--- src/rtl/seg7_pkg.sv ---
// Shared definitions for the seven-segment scanner: canonical hex glyph table,
// segment bit positions and a width helper.
package seg7_pkg;

    // Bit positions of each segment inside a 7-bit {A,B,C,D,E,F,G} code.
    localparam int SEG_A = 6;
    localparam int SEG_B = 5;
    localparam int SEG_C = 4;
    localparam int SEG_D = 3;
    localparam int SEG_E = 2;
    localparam int SEG_F = 1;
    localparam int SEG_G = 0;

    // Active-low glyphs for 0-9, A, b, C, d, E, F.
    localparam logic [6:0] SEG_TABLE [16] = '{
        7'b0000001, 7'b1001111, 7'b0010010, 7'b0000110,
        7'b1001100, 7'b0100100, 7'b0100000, 7'b0001111,
        7'b0000000, 7'b0000100, 7'b0001000, 7'b1100000,
        7'b0110001, 7'b1000010, 7'b0110000, 7'b0111000
    };

    function automatic int clog2(input int n);
        int r;
        r = 0;
        while ((1 << r) < n) begin
            r = r + 1;
        end
        return r;
    endfunction

endpackage

--- src/rtl/seg7_hex_decode.sv ---
// Combinational hex nibble to seven-segment decoder with selectable pin polarity.
module seg7_hex_decode
    import seg7_pkg::*;
#(
    parameter bit ACTIVE_LOW = 1'b1
)
(
    input  logic [3:0] nibble_i,
    output logic [6:0] seg_o
);

    logic [6:0] code;

    always_comb begin
        code  = SEG_TABLE[nibble_i];
        seg_o = {code[SEG_A], code[SEG_B], code[SEG_C], code[SEG_D],
                 code[SEG_E], code[SEG_F], code[SEG_G]};
        if (!ACTIVE_LOW) begin
            seg_o = ~seg_o;
        end
    end

endmodule

--- src/rtl/seg7_scan_ctrl.sv ---
// Time-multiplexed N-digit seven-segment driver: slot prescaler, blanking,
// PWM dimming, frame-latched display data and leading-zero suppression.
module seg7_scan_ctrl
    import seg7_pkg::*;
#(
    parameter int NUM_DIGITS     = 8,
    parameter int PRESCALE       = 100000,
    parameter int BLANK_CYCLES   = 16,
    parameter int BRIGHT_W       = 4,
    parameter int SEG_ACTIVE_LOW = 1,
    parameter int AN_ACTIVE_LOW  = 1,
    localparam int IDX_W = (clog2(NUM_DIGITS) < 1) ? 1 : clog2(NUM_DIGITS)
)
(
    input  logic                    clk,
    input  logic                    reset,
    input  logic                    en,
    input  logic [4*NUM_DIGITS-1:0] digits,
    input  logic [NUM_DIGITS-1:0]   dp,
    input  logic [NUM_DIGITS-1:0]   digit_en,
    input  logic                    lz_suppress,
    input  logic [BRIGHT_W-1:0]     brightness,
    output logic [6:0]              seg,
    output logic                    dp_out,
    output logic [NUM_DIGITS-1:0]   an,
    output logic [IDX_W-1:0]        scan_idx,
    output logic                    frame_tick
);

    localparam int SLOT_W = (clog2(PRESCALE) < 1) ? 1 : clog2(PRESCALE);
    localparam logic [NUM_DIGITS-1:0] AN_OFF  = (AN_ACTIVE_LOW != 0) ? '1 : '0;
    localparam logic [6:0]            SEG_OFF = (SEG_ACTIVE_LOW != 0) ? '1 : '0;
    localparam logic                  DP_OFF  = (SEG_ACTIVE_LOW != 0);

    logic [SLOT_W-1:0]       slot_cnt_q, slot_cnt_d;
    logic [IDX_W-1:0]        scan_idx_q, scan_idx_d;
    logic [BRIGHT_W-1:0]     pwm_cnt_q, pwm_cnt_d;
    logic [4*NUM_DIGITS-1:0] sh_digits_q;
    logic [NUM_DIGITS-1:0]   sh_dp_q, sh_en_q;
    logic [NUM_DIGITS-1:0]   an_q, an_d;
    logic [6:0]              seg_q, seg_d;
    logic                    dp_out_q, dp_out_d;
    logic                    frame_tick_q, frame_tick_d;

    logic                    slot_wrap, frame_wrap, shadow_load, on_phase;
    logic                    pwm_lit, lit, above;
    logic [4*NUM_DIGITS-1:0] cur_digits;
    logic [NUM_DIGITS-1:0]   cur_dp, cur_en, suppressed, sel;
    logic [3:0]              cur_nib;
    logic                    cur_dp_bit, cur_en_bit, cur_supp;
    logic [6:0]              dec_seg;

    // Counters: everything freezes while en is low.
    always_comb begin
        // NOTE: every comb output gets a default before any branch so no latch is inferred.
        slot_cnt_d  = slot_cnt_q;
        scan_idx_d  = scan_idx_q;
        pwm_cnt_d   = pwm_cnt_q;
        slot_wrap   = (slot_cnt_q == SLOT_W'(PRESCALE - 1));
        frame_wrap  = slot_wrap && (scan_idx_q == IDX_W'(NUM_DIGITS - 1));
        shadow_load = en && (slot_cnt_q == '0) && (scan_idx_q == '0);
        on_phase    = (slot_cnt_q >= SLOT_W'(BLANK_CYCLES));
        if (en) begin
            slot_cnt_d = slot_wrap ? '0 : slot_cnt_q + SLOT_W'(1);
            if (slot_wrap) begin
                scan_idx_d = frame_wrap ? '0 : scan_idx_q + IDX_W'(1);
            end
            // The first ON cycle of a slot always starts the PWM period at 0.
            pwm_cnt_d = (slot_cnt_d <= SLOT_W'(BLANK_CYCLES)) ? '0 : pwm_cnt_q + BRIGHT_W'(1);
        end
    end

    // On the load cycle the fresh inputs are used directly so the frame is consistent from cycle 0.
    always_comb begin
        cur_digits = shadow_load ? digits   : sh_digits_q;
        cur_dp     = shadow_load ? dp       : sh_dp_q;
        cur_en     = shadow_load ? digit_en : sh_en_q;

        suppressed = '0;
        above      = lz_suppress;
        for (int i = NUM_DIGITS - 1; i >= 1; i--) begin
            suppressed[i] = above && (cur_digits[4*i +: 4] == 4'h0) && !cur_dp[i];
            above         = suppressed[i];
        end

        cur_nib    = '0;
        cur_dp_bit = 1'b0;
        cur_en_bit = 1'b0;
        cur_supp   = 1'b0;
        for (int i = 0; i < NUM_DIGITS; i++) begin
            if (scan_idx_q == IDX_W'(i)) begin
                cur_nib    = cur_digits[4*i +: 4];
                cur_dp_bit = cur_dp[i];
                cur_en_bit = cur_en[i];
                cur_supp   = suppressed[i];
            end
        end
    end

    seg7_hex_decode #(
        .ACTIVE_LOW (SEG_ACTIVE_LOW != 0)
    ) u_decode (
        .nibble_i (cur_nib),
        .seg_o    (dec_seg)
    );

    always_comb begin
        pwm_lit = (pwm_cnt_q < brightness) || (brightness == '1);
        lit     = en && on_phase && cur_en_bit && !cur_supp && pwm_lit;
        sel     = '0;
        for (int i = 0; i < NUM_DIGITS; i++) begin
            if (lit && (scan_idx_q == IDX_W'(i))) begin
                sel[i] = 1'b1;
            end
        end
        an_d         = AN_OFF ^ sel;
        seg_d        = lit ? dec_seg : SEG_OFF;
        dp_out_d     = DP_OFF ^ (lit && cur_dp_bit);
        frame_tick_d = en && frame_wrap;
    end

    // NOTE: sequential state uses non-blocking assignments so every register samples pre-edge values.
    always_ff @(posedge clk or negedge reset) begin
        if (!reset) begin
            slot_cnt_q   <= '0;
            scan_idx_q   <= '0;
            pwm_cnt_q    <= '0;
            sh_digits_q  <= '0;
            sh_dp_q      <= '0;
            sh_en_q      <= '0;
            an_q         <= AN_OFF;
            seg_q        <= SEG_OFF;
            dp_out_q     <= DP_OFF;
            frame_tick_q <= 1'b0;
        end else begin
            slot_cnt_q   <= slot_cnt_d;
            scan_idx_q   <= scan_idx_d;
            pwm_cnt_q    <= pwm_cnt_d;
            if (shadow_load) begin
                sh_digits_q <= digits;
                sh_dp_q     <= dp;
                sh_en_q     <= digit_en;
            end
            an_q         <= an_d;
            seg_q        <= seg_d;
            dp_out_q     <= dp_out_d;
            frame_tick_q <= frame_tick_d;
        end
    end

    assign seg        = seg_q;
    assign dp_out     = dp_out_q;
    assign an         = an_q;
    assign scan_idx   = scan_idx_q;
    assign frame_tick = frame_tick_q;

endmodule

--- config.mk ---
export PLATFORM = sky130hd
export DESIGN_NAME = seg7_scan_ctrl
export DESIGN_NICKNAME = d
export VERILOG_FILES = /design/src/rtl/seg7_pkg.sv /design/src/rtl/seg7_hex_decode.sv /design/src/rtl/seg7_scan_ctrl.sv
export SDC_FILE = /design/constraint.sdc
export NUM_CORES = 1
export LEC_CHECK = 0
export ABC_CLOCK_PERIOD_IN_PS = 4000
export BUFFER_PORTS_ARGS = -buffer_cell sky130_fd_sc_hd__buf_2
export CAP_MARGIN = 15
export CORE_MARGIN = 2
export CORE_UTILIZATION = 45
export CTS_CLUSTER_SIZE = 20
export DETAILED_ROUTE_END_ITERATION = 16
export GPL_ROUTABILITY_DRIVEN = 0
export PLACE_DENSITY = 0.62
export SLEW_MARGIN = 40
export SYNTH_ARGS = -nofsm -noshare
export SYNTH_HDL_FRONTEND = slang
export SYNTH_SLANG_ARGS = --single-unit
export TNS_END_PERCENT = 10
--- constraint.sdc ---
create_clock -name clk -period 4 [get_ports clk]
set_clock_uncertainty 0.05 [all_clocks]
set_input_delay 0.4 -clock clk [delete_from_list [all_inputs] [get_ports clk]]
set_output_delay 0.4 -clock clk [all_outputs]
set_load 0.01 [all_outputs]
=== Word level (Yosys, flattened, before mapping) ===
Memories as Yosys holds them, arrays and structs flattened.
Cells that the tools add are included.
W data, S select, Z words.

* Logic and storage cells: 128
* Register bits after elaboration: 89
* Output and inout port bits: 20
* Input port bits: 56
* Bits in read-only memories: 112
* Memories: 1

* Reduce and logical (&&, ||, !) cells: 50
* Bitwise operators: 3
* Add/sub/neg operators: 3
* Mux-type cells: 48
* Eq/ne operators: 9
* Magnitude comparators: 4

{| class="wikitable"
|+ Memory list
! name !! words !! width !! rd ports !! clocked after Yosys merged registers in !! wr ports !! line !! text
|-
| (no name shown) || 16 || 7 || 1 || 0 || 0 || seg7_hex_decode.sv:15 || <nowiki>code = SEG_TABLE[nibble_i];</nowiki>
|}

{| class="wikitable"
|+ Operators with widths
! operator !! number
|-
| $mux W4 || 9
|-
| $mux W32 || 1
|-
| $logic_and A1 B1 Y1 || 31
|-
| $mux W1 || 31
|-
| $logic_not A4 Y1 || 7
|-
| $mux W7 || 3
|-
| $add A17 B1 Y17 const B || 1
|-
| $eq A17 B17 Y1 const B || 1
|-
| $ge A17 B5 Y1 const B || 1
|-
| $le A17 B5 Y1 const B || 1
|-
| $logic_not A17 Y1 || 1
|-
| $mux W17 || 1
|-
| $mux W8 || 2
|-
| $eq A3 B3 Y1 const B || 4
|-
| $logic_not A1 Y1 || 8
|-
| $not A8 Y8 || 1
|-
| $eq A3 B2 Y1 const B || 2
|-
| $ge A5 B5 Y1 const B || 1
|-
| $not A4 Y5 || 1
|-
| $add A4 B1 Y4 const B || 1
|-
| $eq A4 B4 Y1 const B || 1
|-
| $lt A4 B4 Y1 || 1
|-
| $add A3 B1 Y3 const B || 1
|-
| $eq A3 B1 Y1 const B || 1
|-
| other kinds (5) || 5
|}

=== Longest topological paths before layout ===
Gate-level depths: netlist of the first run.

* Word-level depth: 32
* Mapped depth: 17
* Mapped depth without buffers: 15

=== Modules after synthesis ===
From an unflattened synthesis of the first run, not the netlist that was laid out.

* Cells, all modules: 568
* Area, all modules: 5261.3 um2

{| class="wikitable"
|+ By module, submodules not included
! module !! sequential area each (um2) !! area an instance (um2) !! instances !! cells an instance
|-
| seg7_scan_ctrl || 2247.2 || 5007.3 || 1 || 537
|-
| seg7_hex_decode || 0.0 || 254.0 || 1 || 31
|}

=== Worst setup path after synthesis of the first run ===
Ideal clock, no wire load.

* Kind: register to register
* Start: register scan_idx_q[0] (netlist: scan_idx[0])
* End: register seg_q[6] (netlist: seg[6])
* Stages on the path, launching flop included: 17
* Data arrival time: 3.314 ns
* Setup slack: 0.555 ns
* Setup time: 0.081 ns
* Required time: 3.869 ns
* Period minus slack after synthesis: 3.445 ns
* Path buffers: 1
* Cells stage by stage: dfrtp_1 -> inv_1 -> ha_1 -> nor2b_1 -> nand4_1 -> nor3_4 -> buf_6 -> mux2_2 -> a221oi_1 -> a221o_1 -> nand2_1 -> o21ai_1 -> inv_1 -> ha_1 -> or3_1 -> o21ai_0 -> o21ai_1

* Elaborated cells between the ends (all ways): 72
* Those cells by class: eq/ne (7); mux (29); bitwise (1); reduce/logical (34); memory (1)

{| class="wikitable"
|+ RTL lines
! element !! line !! text
|-
| from (decl) || seg7_scan_ctrl.sv:36 || <nowiki>logic [IDX_W-1:0] scan_idx_q, scan_idx_d;</nowiki>
|-
| from (signal assigned) || seg7_scan_ctrl.sv:137 || <nowiki>scan_idx_q <= scan_idx_d;</nowiki>
|-
| $logic_not A3 Y1 * || seg7_scan_ctrl.sv:61 || <nowiki>shadow_load = en && (slot_cnt_q == '0) && (scan_idx_q == '0);</nowiki>
|-
| $logic_and A1 B1 Y1 * || seg7_scan_ctrl.sv:61 ||
|-
| $mux W32 * || n/a ||
|-
| via cur_digits[5] || seg7_scan_ctrl.sv:47 || <nowiki>logic [4*NUM_DIGITS-1:0] cur_digits;</nowiki>
|-
| branches (longest 13 deep; another with $mem_v2 Z16 W7) || n/a ||
|-
| $mux W7 * || seg7_scan_ctrl.sv:117 || <nowiki>seg_d = lit ? dec_seg : SEG_OFF;</nowiki>
|-
| via seg_d[6] || seg7_scan_ctrl.sv:41 || <nowiki>logic [6:0] seg_q, seg_d;</nowiki>
|-
| to (signal assigned) || seg7_scan_ctrl.sv:145 || <nowiki>seg_q <= seg_d;</nowiki>
|-
| to (decl) || seg7_scan_ctrl.sv:41 ||
|}

Mark *: on every way through the listed nets, which the timed path passes. The select of a mux whose other input is x is not followed.
A chain may end at the register's enable or synchronous reset.

=== Final worst setup path of the first run ===
* Start: register scan_idx_q[0] (netlist: scan_idx[0])
* End: register seg_q[6] (netlist: seg[6])

* Cells in the longest elaborated chain, start to end: 29
* Elaborated cells between the ends (all ways): 72
* Those cells by class: eq/ne (7); mux (29); bitwise (1); reduce/logical (34); memory (1)

{| class="wikitable"
|+ RTL lines
! element !! line !! text
|-
| $logic_not A3 Y1 * || seg7_scan_ctrl.sv:61 ||
|-
| $logic_and A1 B1 Y1 * || seg7_scan_ctrl.sv:61 ||
|-
| $mux W32 * || n/a ||
|-
| via cur_digits[28] || seg7_scan_ctrl.sv:47 ||
|-
| $logic_not A4 Y1 || seg7_scan_ctrl.sv:82 || <nowiki>suppressed[i] = above && (cur_digits[4*i +: 4] == 4'h0) && !cur_dp[i];</nowiki>
|-
| $logic_and A1 B1 Y1 (14 in a row) || seg7_scan_ctrl.sv:82 ||
|-
| $mux W1 (7 in a row) || seg7_scan_ctrl.sv:91 || <nowiki>if (scan_idx_q == IDX_W'(i)) begin</nowiki>
|-
| $logic_not A1 Y1 || seg7_scan_ctrl.sv:109 || <nowiki>lit = en && on_phase && cur_en_bit && !cur_supp && pwm_lit;</nowiki>
|-
| $logic_and A1 B1 Y1 (2 in a row) || seg7_scan_ctrl.sv:109 ||
|-
| $mux W7 * || seg7_scan_ctrl.sv:117 ||
|-
| via seg_d[6] || seg7_scan_ctrl.sv:41 ||
|}

Mark *: on every way through the listed nets, which the timed path passes. The rest lies on a longest branch. The select of a mux whose other input is x is not followed.

==> flow_summary.ini, run 1 <==
[drt]
routedWlPerCell_um = 18.4
drt_iter0_markers = 162
route.detailed.drc = 0
antenna_left = 0
vias_per_cell = 5.73
wl_um = 13400
vias = 4184
first_pass_iters = 4

[cells_and_area]
fill_cells = 1006
drive_above_1_share = 0.312
antenna_cells = 0
nets = 656
area_growth_pct = 16.4

[synth]
postSynthAreaPerCell_um2 = 10.2
syn-instance-count = 508
synth_mux_area_frac = 0.121
yosysSeqAreaShare = 0.434
netlist_top_cells_count = dfrtp_1, nand2_1, mux2_2
synth_simple_gate_area_share = 0.182
syn-cell-area_mm2 = 0.00518
synth_compound_area_frac = 0.167
synth-main-ff-cell = dfrtp_1
synth_top_area_cell = dfrtp_1
synth_top_area_frac = 0.353
synth_xor_area_frac = 0.00845
synth_most_common_cell = dfrtp_1
synthTopCellsByArea = dfrtp_1, mux2_2, dfstp_2, ha_1, nand2_1
synth_top_family_by_area = simple AND/OR/NAND/NOR gates
syn-num-nets = 582
synth_edf_count = 0
async_reset_ff_frac = 1.00
synth-adder-area-share = 0.0435
synth.distinct_cells = 71
yosys_warnings = 0
ys_ff_latch = 89

[floorplanning]
coreArea_mm2 = 0.0113
die_w_um = 111
row_count = 39
dieArea_mm2 = 0.0124
io_pins = 76
fp.dieH_um = 111
start_util = 0.458

[timing]
whs_ns = -0.0180
setup_tns_ns = 0
rsz0062_at_grt = false
setup_viol = 0
fin_crit_sh = 0.933
tightest_slew_ns = 0.630
final_max_slew_viol_count = 0
final_hold_viol_count = 6
fin_crit_ns = 3.73
layout_setup_ws_ns = 0.266
fmaxAchievable_mhz = 268
max_slew_margin = 0.580

[status]
status = finished with violations
violations = negative hold slack

[power_and_ir_drop]
peakVddDrop_uv = 220
p_switching_uw = 629
leakage_uw = 0.00281
power_uw = 2230
seqPwrFrac = 0.475
netSwitchingFraction = 0.282
p_per_area_mw_per_mm2 = 370
combPwrFrac = 0.157
internal_power_uw = 1600
clockPowerShare = 0.368

[worst_hold_path]
min_path_type = input pin to async pin

[setup_path]
start_kind = register
crit_chain = inv_1 > ha_1 > nor2b_2 > nand4_1 > nor3_4 > buf_12 > buf_4 > mux2_2 > a222oi_1 > o21ai_2 > ha_1 > or3_1 > o21ai_0 > o21ai_1
crit_type = register to register
r2r_end = seg[6]
crit_path_frequent_cell = ha_1
crit_slowest_cell = dfrtp_1
required_ns = 4.22
worstReg2RegStart = scan_idx[0]
cp.arrival_ns = 3.95
cp-startpoint = scan_idx[0]
worst-r2r-setup-slack_ns = 0.27
critical-path-max-stage-delay_ns = 0.44
rr_worst_depth = 14
critPathBufInv = 3
crit_path_end_kind = register
cp_top_family = simple AND/OR/NAND/NOR gates
crit_fanout = 17

[placement]
preCtsSetupSlack_ns = 0.0293
portBuffers = 75
dpl.hpwl_um = 9800

[grt]
overflow = 0
grt_max_degree = 67
track_usage = 0.221
antenna_found_initial = 0
grt_first_pass_wirelength_um = 21700
first_global_vias = 4263

[clock_network]
clk_pin_slew_ns = 0.06
cts_made_buffers = 9
cts_max_path_buffers = 2
cts_sinks = 89
hold_buffers = 0
tritoncts = built
clk_latency_ns = 0.35
cts.root.buffer_cell = clkbuf_16
htree_levels = 3

[job]
maxCapViolCount = 0
==> worst max path at each step <==
stage	endpoint	slack [ns]	cells past startpoint
5_1_grt	seg[6]	0.03	14
6_report	seg[6]	0.27	14
3_5_place_dp	seg[6]	0.03	16
3_3_place_gp	seg[3]	0.32	16
2_1_floorplan	seg[6]	0.56	16
4_1_cts	seg[3]	0.10	16
==> power by group through the flow <==
stage / clock (uW) / sequential, uW / combinational, uW
2_1_floorplan: 0 / 1010 / 287
3_3_place_gp: 0 / 1070 / 334
3_5_place_dp: 0 / 1070 / 345
4_1_cts: 849 / 1060 / 346
5_1_grt: 889 / 1070 / 398
6_report: 823 / 1060 / 350
==> layout make-up <==
class | count | area [um2] | area share
Clock buffer | 12 | 236 | 0.0392
Clock inverter | 4 | 45.0 | 0.00747
Inverter | 19 | 71.3 | 0.0118
Multi-Input combinational cell | 372 | 2720 | 0.451
Sequential cell | 89 | 2250 | 0.373
Tap cell | 143 | 179 | 0.0297
Timing Repair Buffer | 91 | 532 | 0.0882
==> cells in the final DEF, fill, tap and decap left out, types with 3 or more instances in the layout <==
| cell type | Yosys | final |
|---|---|---|
| o22ai_1 | 3 | 3 |
| and4_1 | 5 | 5 |
| clkbuf_16 | 0 | 10 |
| a21oi_1 | 19 | 19 |
| nand2b_1 | 9 | 9 |
| or4_1 | 8 | 8 |
| nor2_1 | 23 | 23 |
| nor2b_1 | 4 | 3 |
| clkinv_2 | 0 | 3 |
| a21o_1 | 7 | 7 |
| nor3_1 | 14 | 14 |
| clkbuf_1 | 14 | 3 |
| dfstp_2 | 16 | 16 |
| nor4_1 | 8 | 8 |
| and3_1 | 11 | 11 |
| mux2i_1 | 8 | 8 |
| buf_2 | 7 | 74 |
| a22oi_1 | 4 | 4 |
| a31oi_1 | 3 | 3 |
| ha_1 | 18 | 18 |
| mux2_2 | 44 | 44 |
| nand3_1 | 13 | 13 |
| o221ai_1 | 4 | 4 |
| buf_4 | 2 | 14 |
| dfrtp_1 | 73 | 73 |
| and2_1 | 6 | 6 |
| inv_1 | 19 | 18 |
| o211ai_1 | 8 | 8 |
| o21ai_0 | 23 | 23 |
| nand4_1 | 8 | 8 |
| o31ai_1 | 11 | 11 |
| xnor2_1 | 5 | 5 |
| nand2_1 | 55 | 55 |
==> routing by layer <==
metal | part of all wire | GRT usage | routed length [um]
met1 | 0.46 | 0.292 | 6200
met3 | 0.048 | 0.0492 | 638
met5 | 0 | 0 | 0
met4 | 0.015 | 0.0749 | 196
met2 | 0.48 | 0.362 | 6390
==> per-stage QoR <==
stage                     hold slack (ns)  utilization  instances  cell area (um2)
after floorplan                    0.0544            -        508             5180
after global placement              0.432        0.501        709             5670
after detailed placement            0.387        0.502        709             5680
final                             -0.0180        0.533        730             6030
after CTS                          0.0101        0.527        725             5960
after global routing               0.0279        0.533        730             6030
==> sequential cells by signal, summed over array words and instances, names as in the netlist <==
register and cells:
dp_out 1, slot_cnt_q 17, sh_dp_q 8, an 8, pwm_cnt_q 4, seg 7, frame_tick 1, scan_idx 3
sh_digits_q 32, sh_en_q 8
==> cell families after synthesis <==
kind of cell,after synthesis
AND/OR/NAND/NOR,176
AO/OA/AOI/OAI,117
flip-flops,89
multiplexers,56
buffers and inverters,47
adder cells (fa/ha/maj),18
XOR/XNOR,5
==> timing repair <==
action                     CTS  global route
resized for setup            1             4
setup endpoints to repair    1             6
setup buffers                0             4
pin swaps                    0             2
hold endpoints to repair     0             0
cloned                       0             1
No activity file was read; power rests on OpenSTA's default activity.
==> run 2: changes to the inputs <==
- RECOVER_POWER: unset -> 50
- SKIP_LAST_GASP: unset -> 1
- SYNTH_HIERARCHICAL: unset -> 1
==> flow_summary.ini, run 2 <==
[setup_path]
start_kind = register
worst-r2r-setup-slack_ns = 0.29
cp.arrival_ns = 3.92
crit_path_end_kind = register
endpoint = seg[3]
crit_fanout = 22
required_ns = 4.22
cp-startpoint = scan_idx[1]
critical-path-max-stage-delay_ns = 0.44
crit_chain = inv_1 > ha_1 > nand2b_4 > nor4_1 > buf_4 > nand2_4 > mux2_2 > a221oi_1 > or2_2 > o2111ai_2 > inv_2 > ha_1 > inv_1 > mux4_2 > nor2_1 > nand4_1
crit_type = register to register
rr_worst_depth = 16
crit_slowest_cell = mux4_2
r2r_end = seg[3]
worstReg2RegStart = scan_idx[1]

[grt]
met3_usage = 0.0464
grt_first_pass_wirelength_um = 23400
grt_use_met2 = 0.389
busiest_layer = met2
overflow = 0
antenna_found_initial = 0
grt_max_degree = 53
met1_usage = 0.314
track_usage = 0.238
first_global_vias = 4532

[cells_and_area]
biggestRegsByFlops = sh_digits_q x32, slot_cnt_q x17
nets = 732
fill_cells = 1048
top_register = sh_digits_q
stdcell_area_mm2 = 0.00628
final_cell_mix = nand2_1, dfrtp_1, buf_2
drive_above_1_share = 0.278
antenna_cells = 0
layout_commonest_cell = nand2_1
area_growth_pct = 19.4
largest_reg_flops = 32

[synth]
yosysSeqAreaShare = 0.427
synth.distinct_cells = 69
synth_most_common_cell = nand2_1
synthTopCellsByArea = dfrtp_1, dfstp_2, nand2_1, mux2_2, ha_1
async_reset_ff_frac = 1.00
synth_edf_count = 0
netlist_top_cells_count = nand2_1, dfrtp_1, nor2_1
syn-cell-area_mm2 = 0.00526
synth_top_area_cell = dfrtp_1
yosys_warnings = 6
postSynthAreaPerCell_um2 = 9.26
synth_top_area_frac = 0.347
synth-main-ff-cell = dfrtp_1
ys_ff_latch = 89
syn-num-nets = 643
syn-instance-count = 568

[timing]
fin_crit_sh = 0.926
fin_crit_ns = 3.71
whs_ns = 0.189
max_slew_margin = -0.956
fmaxAchievable_mhz = 270
final_max_slew_viol_count = 53
setup_viol = 0
tightest_slew_ns = 2.93
final_hold_viol_count = 0
rsz0062_at_grt = false

[clock_network]
clk_pin_slew_ns = 0.07
cts_max_path_buffers = 2
cts.root.buffer_cell = clkbuf_16
cts_sinks = 89
cts_setup_buffers = 0
cts_made_buffers = 9
clk_latency_ns = 0.36
tritoncts = built
htree_levels = 3

[placement]
dpl.hpwl_um = 10700
dpl-instance-area_mm2 = 0.00594
portBuffers = 75

[floorplanning]
dieArea_mm2 = 0.0126
coreArea_mm2 = 0.0114
row_count = 39
io_pins = 76
die_w_um = 112
start_util = 0.461
fp.dieH_um = 112

[drt]
vias_per_cell = 5.70
routedWlPerCell_um = 17.7
first_pass_iters = 5
antenna_left = 0
route.detailed.drc = 0
drt_iter0_markers = 254
wl_um = 14300
vias = 4589

[power_and_ir_drop]
leakage_uw = 0.00290
peakVddDrop_uv = 337
internal_power_uw = 1720
netSwitchingFraction = 0.292
seqPwrFrac = 0.418
combPwrFrac = 0.196
p_switching_uw = 709
clockPowerShare = 0.385
p_per_area_mw_per_mm2 = 387

[job]
maxCapViolCount = 1

[status]
status = finished with violations
violations = max-capacitance violations, max-slew violations

[worst_hold_path]
min_path_type = input pin to register
## run 2: cell types whose count changed in the layout (fill, tap and decap cells not counted), sizes merged, moves of 6 or more
cell    delta
a21oi      -6
buf        +8
clkbuf     +8
mux2      -21
nand2     +49
nand4     +11
nor2      +18
o31ai      -6
## run 2: layout make-up
class / count / area, um2 / share of cell area
sequential: 89 / 2250 / 0.358
multi-input combinational: 430 / 2840 / 0.452
clock buffer: 11 / 275 / 0.0438
tap: 143 / 179 / 0.0285
timing repair buffer: 108 / 609 / 0.0970
clock inverter: 5 / 57.6 / 0.00916
inverter: 19 / 71.3 / 0.0114
## run 2: worst max-delay path: cells and delay by family (launching register included)
family                   cells  cell delay (ns)
AO/OA/AOI/OAI                2             0.58
buffers and inverters        4             0.50
adder cells (fa/ha/maj)      2             0.39
flip-flops                   1             0.41
AND/OR/NAND/NOR              6             0.89
multiplexers                 2             0.78
## run 2: cell families (layout without fill, tap and decap cells)
kind of cell,after synthesis,count (layout),share of synthesized area
buf+inv,49,143,0.0397
mux,39,39,0.0837
xor+xnor,13,13,0.0216
flops,89,89,0.427
fa+ha+maj,19,19,0.0452
compound gates,108,108,0.146
simple gates,251,251,0.237
## run 2: power groups by stage
stage	clock network [uW]	registers, uW	logic, uW
floorplan	0	1020	305
global placement	0	1030	459
CTS	955	1020	480
global route	996	1030	536
finish	937	1020	477
detailed placement	0	1030	478
## run 2: worst min path at each step
stage / start / endpoint / depth (start not counted)
after floorplan: reset / frame_tick / 0
final: digit_en[4] / sh_en_q[4] / 3
after global placement: sh_en_q[7] / sh_en_q[7] / 2
after CTS: reset / sh_dp_q[1] / 1
after detailed placement: sh_en_q[7] / sh_en_q[7] / 2
after global routing: digit_en[6] / sh_en_q[6] / 3
## run 2: timing repair
action / in CTS / in global routing
hold buffers: 0 / 0
endpoints found under the setup margin: 1 / 4
resized for setup: 2 / 4
gates cloned: 0 / 0
## run 2: per-stage QoR
stage / power, uW / cells / setup slack [ns] / setup TNS (ns) / util
after global placement: 1490 / 789 / 0.151 / 0 / 0.520
after CTS: 2450 / 805 / 0.137 / 0 / 0.551
after global routing: 2560 / 805 / 0.00174 / 0 / 0.550
final: 2430 / 805 / 0.294 / 0 / 0.550
after detailed placement: 1510 / 789 / -0.0749 / -0.0749 / 0.520
after floorplan: 1330 / 568 / 0.258 / 0 / -
## run 2: per-layer routing
layer  part of all wire  routed length, um
met4              0.026                365
met1               0.44               6300
met2               0.49               6990
met3              0.044                623
met5                  0                  0
